`config.mk`:
```
export PLATFORM = sky130hd
export DESIGN_NAME = comparater_ctrl_flat
export DESIGN_NICKNAME = d
export VERILOG_FILES = /design/src/rtl/comparater_ctrl_if.sv /design/src/rtl/comparater_ctrl.sv /design/src/flat_wrapper.sv
export SDC_FILE = /design/constraint.sdc
export NUM_CORES = 1
export LEC_CHECK = 0
export CORE_MARGIN = 2
export CORE_UTILIZATION = 51
export CTS_CLUSTER_SIZE = 12
export DETAILED_ROUTE_END_ITERATION = 8
export PLACE_DENSITY = 0.77
export SLEW_MARGIN = 15
export SYNTH_ARGS = -nofsm -noshare
export SYNTH_HDL_FRONTEND = slang
export SYNTH_SLANG_ARGS = --single-unit
```
`constraint.sdc`:
```
create_clock -name clk -period 2.1 [get_ports clk]
set_input_delay 0.315 -clock clk [delete_from_list [all_inputs] [get_ports clk]]
set_output_delay 0.315 -clock clk [all_outputs]
set_load 0.02 [all_outputs]
```
`src/rtl/comparater_ctrl_if.sv`:
```
// Bus between the sequencing controller and the 1-bit comparator:
// operands flow out of the controller and the three result lines flow back.
interface comparater_ctrl_if;
  logic cmp_a;
  logic cmp_b;
  logic cmp_less;
  logic cmp_equal;
  logic cmp_greater;

  modport master (
    output cmp_a, cmp_b,
    input  cmp_less, cmp_equal, cmp_greater
  );

  modport slave (
    input  cmp_a, cmp_b,
    output cmp_less, cmp_equal, cmp_greater
  );
endinterface

```
`src/rtl/comparater_ctrl.sv`:
```
// Button comparator sequencer: synchronise and debounce the buttons, drive the
// comparator, then capture its one-hot result on the LEDs for a hold window.
module comparater_ctrl #(
  parameter int DEBOUNCE_CYCLES = 4,
  parameter int HOLD_CYCLES     = 8,
  parameter int CNT_W           = 8
) (
  input  logic             clk,
  input  logic             rst,
  input  logic             start,
  input  logic             button1,
  input  logic             button2,
  comparater_ctrl_if.master cmp,
  output logic             led_less,
  output logic             led_equal,
  output logic             led_greater,
  output logic             busy,
  output logic             done,
  output logic [CNT_W-1:0] cmp_count,
  output logic             err
);

  localparam int DB_W   = $clog2(DEBOUNCE_CYCLES + 1);
  localparam int HOLD_W = $clog2(HOLD_CYCLES + 1);
  localparam logic [DB_W-1:0]   DB_LAST   = DB_W'(DEBOUNCE_CYCLES - 1);
  localparam logic [HOLD_W-1:0] HOLD_LAST = HOLD_W'(HOLD_CYCLES - 1);

  typedef enum logic [2:0] {IDLE, SETTLE, APPLY, SAMPLE, HOLD} state_t;

  state_t state, next_state;

  logic [1:0]        start_sync;
  logic              start_prev;
  logic [1:0]        btn_meta;
  logic [1:0]        btn_sync;
  logic [1:0]        cand;
  logic [DB_W-1:0]   db_cnt;
  logic [HOLD_W-1:0] hold_cnt;
  logic              start_edge;
  logic              result_onehot;

  logic load_cand, db_inc, latch_ops, do_sample, hold_inc, hold_exit;

  assign start_edge    = start_sync[1] & ~start_prev;
  assign result_onehot = ({cmp.cmp_less, cmp.cmp_equal, cmp.cmp_greater} inside {3'b100, 3'b010, 3'b001});
  assign busy          = (state != IDLE);

  always_ff @(posedge clk) begin
    if (rst) state <= IDLE;
    else     state <= next_state;
  end

  // A button change while settling always wins over the stable-count exit.
  always_comb begin
    next_state = state;
    load_cand  = 1'b0;
    db_inc     = 1'b0;
    latch_ops  = 1'b0;
    do_sample  = 1'b0;
    hold_inc   = 1'b0;
    hold_exit  = 1'b0;
    case (state)
      IDLE: begin
        load_cand = 1'b1;
        if (start_edge) next_state = SETTLE;
      end
      SETTLE: begin
        if (btn_sync != cand) begin
          load_cand = 1'b1;
        end else if (db_cnt == DB_LAST) begin
          latch_ops  = 1'b1;
          next_state = APPLY;
        end else begin
          db_inc = 1'b1;
        end
      end
      APPLY:  next_state = SAMPLE;
      SAMPLE: begin
        do_sample  = 1'b1;
        next_state = HOLD;
      end
      HOLD: begin
        if (hold_cnt == HOLD_LAST) begin
          hold_exit  = 1'b1;
          next_state = IDLE;
        end else begin
          hold_inc = 1'b1;
        end
      end
      default: next_state = IDLE;
    endcase
  end

  always_ff @(posedge clk) begin
    if (rst) begin
      start_sync  <= '0;
      start_prev  <= 1'b0;
      btn_meta    <= '0;
      btn_sync    <= '0;
      cand        <= '0;
      db_cnt      <= '0;
      hold_cnt    <= '0;
      cmp.cmp_a   <= 1'b0;
      cmp.cmp_b   <= 1'b0;
      led_less    <= 1'b0;
      led_equal   <= 1'b0;
      led_greater <= 1'b0;
      done        <= 1'b0;
      cmp_count   <= '0;
      err         <= 1'b0;
    end else begin
      start_sync <= {start_sync[0], start};
      start_prev <= start_sync[1];
      btn_meta   <= {button1, button2};
      btn_sync   <= btn_meta;
      done       <= do_sample;

      if (load_cand) begin
        cand   <= btn_sync;
        db_cnt <= '0;
      end else if (db_inc) begin
        db_cnt <= db_cnt + 1'b1;
      end

      if (latch_ops) {cmp.cmp_a, cmp.cmp_b} <= cand;

      if (do_sample) begin
        led_less    <= cmp.cmp_less;
        led_equal   <= cmp.cmp_equal;
        led_greater <= cmp.cmp_greater;
        cmp_count   <= cmp_count + 1'b1;
        hold_cnt    <= '0;
        if (!result_onehot) err <= 1'b1;
      end else if (hold_inc) begin
        hold_cnt <= hold_cnt + 1'b1;
      end

      if (hold_exit) begin
        led_less    <= 1'b0;
        led_equal   <= 1'b0;
        led_greater <= 1'b0;
      end
    end
  end

endmodule

```
`src/flat_wrapper.sv`:
```
// flat-port wrapper written by rule: the top's interface ports become plain ports
module comparater_ctrl_flat 
#(
  parameter int DEBOUNCE_CYCLES = 4,
  parameter int HOLD_CYCLES     = 8,
  parameter int CNT_W           = 8
)
  (clk, rst, start, button1, button2, led_less, led_equal, led_greater, busy, done, cmp_count, err, cmp_cmp_a, cmp_cmp_b, cmp_cmp_less, cmp_cmp_equal, cmp_cmp_greater);
  comparater_ctrl_if cmp_i ();
  input  logic clk;
  input  logic rst;
  input  logic start;
  input  logic button1;
  input  logic button2;
  output logic led_less;
  output logic led_equal;
  output logic led_greater;
  output logic busy;
  output logic done;
  output logic [CNT_W-1:0] cmp_count;
  output logic err;
  output wire logic [$bits(cmp_i.cmp_a)-1:0] cmp_cmp_a;
  output wire logic [$bits(cmp_i.cmp_b)-1:0] cmp_cmp_b;
  input wire logic [$bits(cmp_i.cmp_less)-1:0] cmp_cmp_less;
  input wire logic [$bits(cmp_i.cmp_equal)-1:0] cmp_cmp_equal;
  input wire logic [$bits(cmp_i.cmp_greater)-1:0] cmp_cmp_greater;
  assign cmp_cmp_a = cmp_i.cmp_a;
  assign cmp_cmp_b = cmp_i.cmp_b;
  assign cmp_i.cmp_less = cmp_cmp_less;
  assign cmp_i.cmp_equal = cmp_cmp_equal;
  assign cmp_i.cmp_greater = cmp_cmp_greater;
  comparater_ctrl #(.DEBOUNCE_CYCLES(DEBOUNCE_CYCLES), .HOLD_CYCLES(HOLD_CYCLES), .CNT_W(CNT_W)) u_core (.clk(clk), .rst(rst), .start(start), .button1(button1), .button2(button2), .cmp(cmp_i), .led_less(led_less), .led_equal(led_equal), .led_greater(led_greater), .busy(busy), .done(done), .cmp_count(cmp_count), .err(err));
endmodule
```
## Word-level counts from Yosys, hierarchy flattened

Index checks and enable logic that the tools add are counted.

- Add/subtract/negate cells: 3
- Multipliers: 0
- Div/mod/pow operators: 0
- Magnitude comparators: 0
- Equal/unequal tests: 14
- Shift operators: 0
- Muxes and demuxes: 18
- Bitwise logic cells: 3
- Reduce and logical (&&, ||, !) cells: 8

Operator list:

| operator | number |
|---|---|
| $pmux 3 s5 | 1 |
| $eq 3x2->1 const B | 4 |
| $mux 1 | 12 |
| $mux 3 | 4 |
| $add 8x1->8 const B | 1 |
| $eq 3x1->1 const B | 2 |
| $eq 3x3->1 const B | 2 |
| $ne 2x1->1 const B | 3 |
| $reduce_bool 3->1 | 2 |
| $reduce_or 2->1 | 3 |
| $add 4x1->4 const B | 1 |
| $eq 4x3->1 const B | 1 |
| $reduce_and 4->1 | 1 |
| $add 3x1->3 const B | 1 |
| $logic_not 3->1 | 1 |
| $ne 2x2->1 | 1 |
| $ne 2x2->1 const B | 1 |
| $not 1->1 | 2 |
| $pmux 1 s2 | 1 |
| $reduce_and 2->1 | 1 |
| $and 1x1->1 | 1 |

- Register bits after elaboration: 34
- Bits in latches: 0
- Bits in writable memories: 0
- ROM bits: 0
- Bits of input ports: 8
- Output and inout port bits: 16
- Logic and storage cells: 62
- Memories: 0

## Depth between registers and ports, before layout

- Depth in word-level cells: 4
- Gate-level depth with buffers: 5

## Least setup slack after synthesis

No wires, ideal clock.

- Path type: reg-to-reg
- From: reg u_core.state[2]
- To: reg u_core.hold_cnt[3]
- Setup time: 0.070 ns
- Data arrival time: 1.425 ns
- Data required time: 2.030 ns
- Path slack: 0.605 ns
- Cell stages (with the launch flop): 5
- Clock period less this slack: 1.495 ns
- Cells stage by stage: dfxtp_1 buf_4 or3b_4 or4_1 a21oi_1

- Cells in the longest elaborated chain, start to end: 3

Ends and longest elaborated chain:

| what | line | RTL |
|---|---|---|
| start, declared | comparater_ctrl.sv:30 | `state_t state, next_state;` |
| start signal, assigned | comparater_ctrl.sv:50 | `else state <= next_state;` |
| $eq 3x2->1 | comparater_ctrl.sv:62 | `case (state)` |
| $mux 1 | comparater_ctrl.sv:62 |  |
| $reduce_or 2->1 (no line) | - |  |
| end signal, assigned | comparater_ctrl.sv:135 | `hold_cnt <= hold_cnt + 1'b1;` |
| end, declared | comparater_ctrl.sv:38 | `logic [HOLD_W-1:0] hold_cnt;` |

Parallel ways exist; a longest one is shown, timed or not.
A chain may end at the register's enable or synchronous reset.

## Worst setup path in the final report

- From: reg u_core.state[0]
- To: out busy

- Cells in the longest elaborated chain, start to end: 1

Ends and longest elaborated chain:

| what | line | RTL |
|---|---|---|
| $reduce_bool 3->1 | comparater_ctrl.sv:46 | `assign busy = (state != IDLE);` |
| end, declared | flat_wrapper.sv:18 | `output logic busy;` |

No other way between the ends.

==> results.py <==
metrics = {
    "clocking": {
        "max-clock-path-buffers": 2,
        "htreeDepth": 2,
        "post_cts_resized": 0,
        "clk_pin_slew_ns": 0.10,
        "cts_hold_buf": 0,
        "post_cts_buffers": 0,
        "clockRootBuffer": "clkbuf_4",
        "cts_tree": "done",
        "cts.sinks": 34,
        "clock_latency_ns": 0.33,
        "cts_buffers": 5,
    },
    "global_route": {
        "track_usage_pct": 19.6,
        "grt_pass1_vias": 1139,
        "antenna_found_initial": 0,
        "globalRouteOverflowTotal": 0,
        "grt_first_pass_wirelength_um": 4960,
        "grt_max_degree": 21,
    },
    "detailed_routing": {
        "drt-pass1-iter-count": 4,
        "finalWirelength_um": 2730,
        "vias": 1178,
        "post_drt_wl_per_cell_um": 12.8,
        "routed_via_density": 5.50,
        "first_iter_violations": 39,
        "post-route-drc-count": 0,
        "drtAntennaViolNets": 0,
    },
    "worst_setup_path": {
        "crit_type": "reg2out",
        "r2r_slack_ns": 0.43,
        "end_kind": "output port",
        "setup.worst_path.start_class": "flop",
        "timing.rr.end": "u_core.cmp_count[7]",
        "crit_path_end": "busy",
        "startpoint": "u_core.state[0]",
        "reg2regPathDepth": 4,
        "crit_fanout": 12,
        "r2r_start": "u_core.state[1]",
        "worstPathRequired_ns": 1.78,
        "cp.arrival_ns": 1.70,
    },
    "final_layout": {
        "regArea_um2": 681,
        "final_util_pct": 65.7,
        "fin_area_mm2": 0.00180,
        "area_growth_pct": 23.8,
        "nFillCells": 238,
        "nets": 194,
        "multiInputGateArea_um2": 714,
        "final_cells": 214,
        "drive_above_1_share_pct": 9.29,
        "antenna_cells": 0,
        "most-common-layout-cells": "dfxtp_1, clkdlybuf4s50_1, a21oi_1, nor2b_1, nor2_1",
        "layout_commonest_cell": "dfxtp_1",
    },
    "timing": {
        "tns_ns": 0,
        "rsz0062_at_grt": "false",
        "drv_slew": 0,
        "worst_pin_slew_ns": 0.609,
        "relSlewSlack_pct": 59.3,
        "fmax_mhz": 495,
        "finalSetupViolCount": 0,
        "whs_ns": 0.452,
        "period_minus_slack_ns": 2.02,
        "skew_ns": 0.00661,
        "setup_slack_ns": 0.0814,
        "min_period_over_period_pct": 96.1,
        "hold_viol": 0,
    },
    "floorplan": {
        "die_y_um": 57.3,
        "die-area_mm2": 0.00329,
        "io_pins": 24,
        "coreArea_mm2": 0.00273,
        "fp-row-count": 19,
        "start_util_pct": 53.0,
        "die_x_um": 57.3,
    },
    "power_and_ir_drop": {
        "p_per_area_mw_per_mm2": 646,
        "ir_worst_vdd_v": 0.000600,
        "report.power.total_mw": 1.16,
        "p_leak_nw": 0.663,
    },
    "synthesis": {
        "yosys_warnings": 0,
        "synthCells": 155,
        "syn_area_mm2": 0.00145,
        "synth-seq-area-share_pct": 46.9,
        "ys_types": 39,
        "syn_avg_cell_area_um2": 9.36,
        "async_flop_share_pct": 0,
        "synth_edf_count": 0,
        "synth_nets": 167,
        "synth_ff_type": "dfxtp_1",
        "yosys_register_bits": 34,
    },
    "placement": {
        "place_ws_ns": 0.449,
        "gp_congestion": 0.806,
        "dp.cells": 206,
        "portBuffers": 23,
        "place_area_mm2": 0.00172,
        "dpl.hpwl_um": 2000,
    },
    "outcome": {
        "status": "complete, no violations",
    },
    "flow_run": {
        "drv_cap": 0,
    },
    "worst_hold_path": {
        "hp-class": "reg2reg",
    },
}
-- how the worst min path moves through the flow --
stage / from / to / depth (start not counted)
6_report: u_core.start_sync[0] / u_core.start_sync[1] / 1
5_1_grt: u_core.start_sync[0] / u_core.start_sync[1] / 1
4_1_cts: u_core.start_sync[0] / u_core.start_sync[1] / 1
3_5_place_dp: u_core.start_sync[0] / u_core.start_sync[1] / 1
3_3_place_gp: u_core.btn_meta[0] / u_core.btn_sync[0] / 1
2_1_floorplan: u_core.btn_meta[0] / u_core.btn_sync[0] / 1
-- critical path: stages (launching register included) --
cell and delay (ns):
dfxtp_1 0.42, or3_1 0.41, clkdlybuf4s50_1 0.54
-- area by class of cell --
type | count | area share [%]
inverters | 6 | 1.25
multi-input cells | 108 | 39.8
clock buffers | 8 | 4.39
repair buffers | 27 | 14.5
well taps | 31 | 2.16
flip-flops and latches | 34 | 37.9
-- sequential cells by signal (all words and copies together) (netlist names) --
register,flops
u_core.hold_cnt,4
u_core.btn_sync,2
u_core.led_equal,1
u_core.cmp.cmp_a,1
u_core.err,1
u_core.cand,2
u_core.start_prev,1
u_core.state,3
u_core.btn_meta,2
u_core.db_cnt,3
u_core.start_sync,2
u_core.cmp_count,8
u_core.cmp.cmp_b,1
u_core.done,1
u_core.led_greater,1
u_core.led_less,1
-- cell families (layout without fill, tap and decap cells) --
group / after synthesis / count (layout) / share of synthesized area (%)
AOI/OAI and AO/OA: 29 / 29 / 12.6
xor gates and xnor gates: 5 / 5 / 3.02
adders and majority gates: 4 / 4 / 3.45
buffers and inverters: 13 / 41 / 3.80
DFF: 34 / 34 / 46.9
muxes: 7 / 7 / 4.92
and+or+nand+nor: 63 / 63 / 25.3
-- metal layers --
layer  GRT usage (%)  share of wire (%)
met5               0                  0
met4            9.30                2.4
met3            7.03                4.0
met2            31.4                 49
met1            23.4                 45
-- Yosys cell counts (3+ instances only) --
cell,instances,area share (%)
dfxtp_1,34,47
mux2i_1,6,4.1
nor2_1,10,2.6
inv_1,6,1.6
or3_1,4,1.7
clkbuf_1,4,1.0
nor2b_1,11,4.7
nor3_1,3,1.0
xnor2_1,3,1.8
a21oi_1,12,4.1
nand3_1,5,1.7
nand2b_1,7,3.0
ha_1,4,3.5
nand2_1,8,2.1
o21ai_0,5,1.7
or4_1,3,1.6
-- power by group --
part	leakage, nW	internal, mW	total, mW	switching [mW]
sequential	0.276	0.654	0.660	0.00659
clock	0.0446	0.229	0.445	0.216
combinational	0.343	0.0298	0.0561	0.0264
total	0.663	0.912	1.16	0.249
No activity file was read; power rests on OpenSTA's default activity.
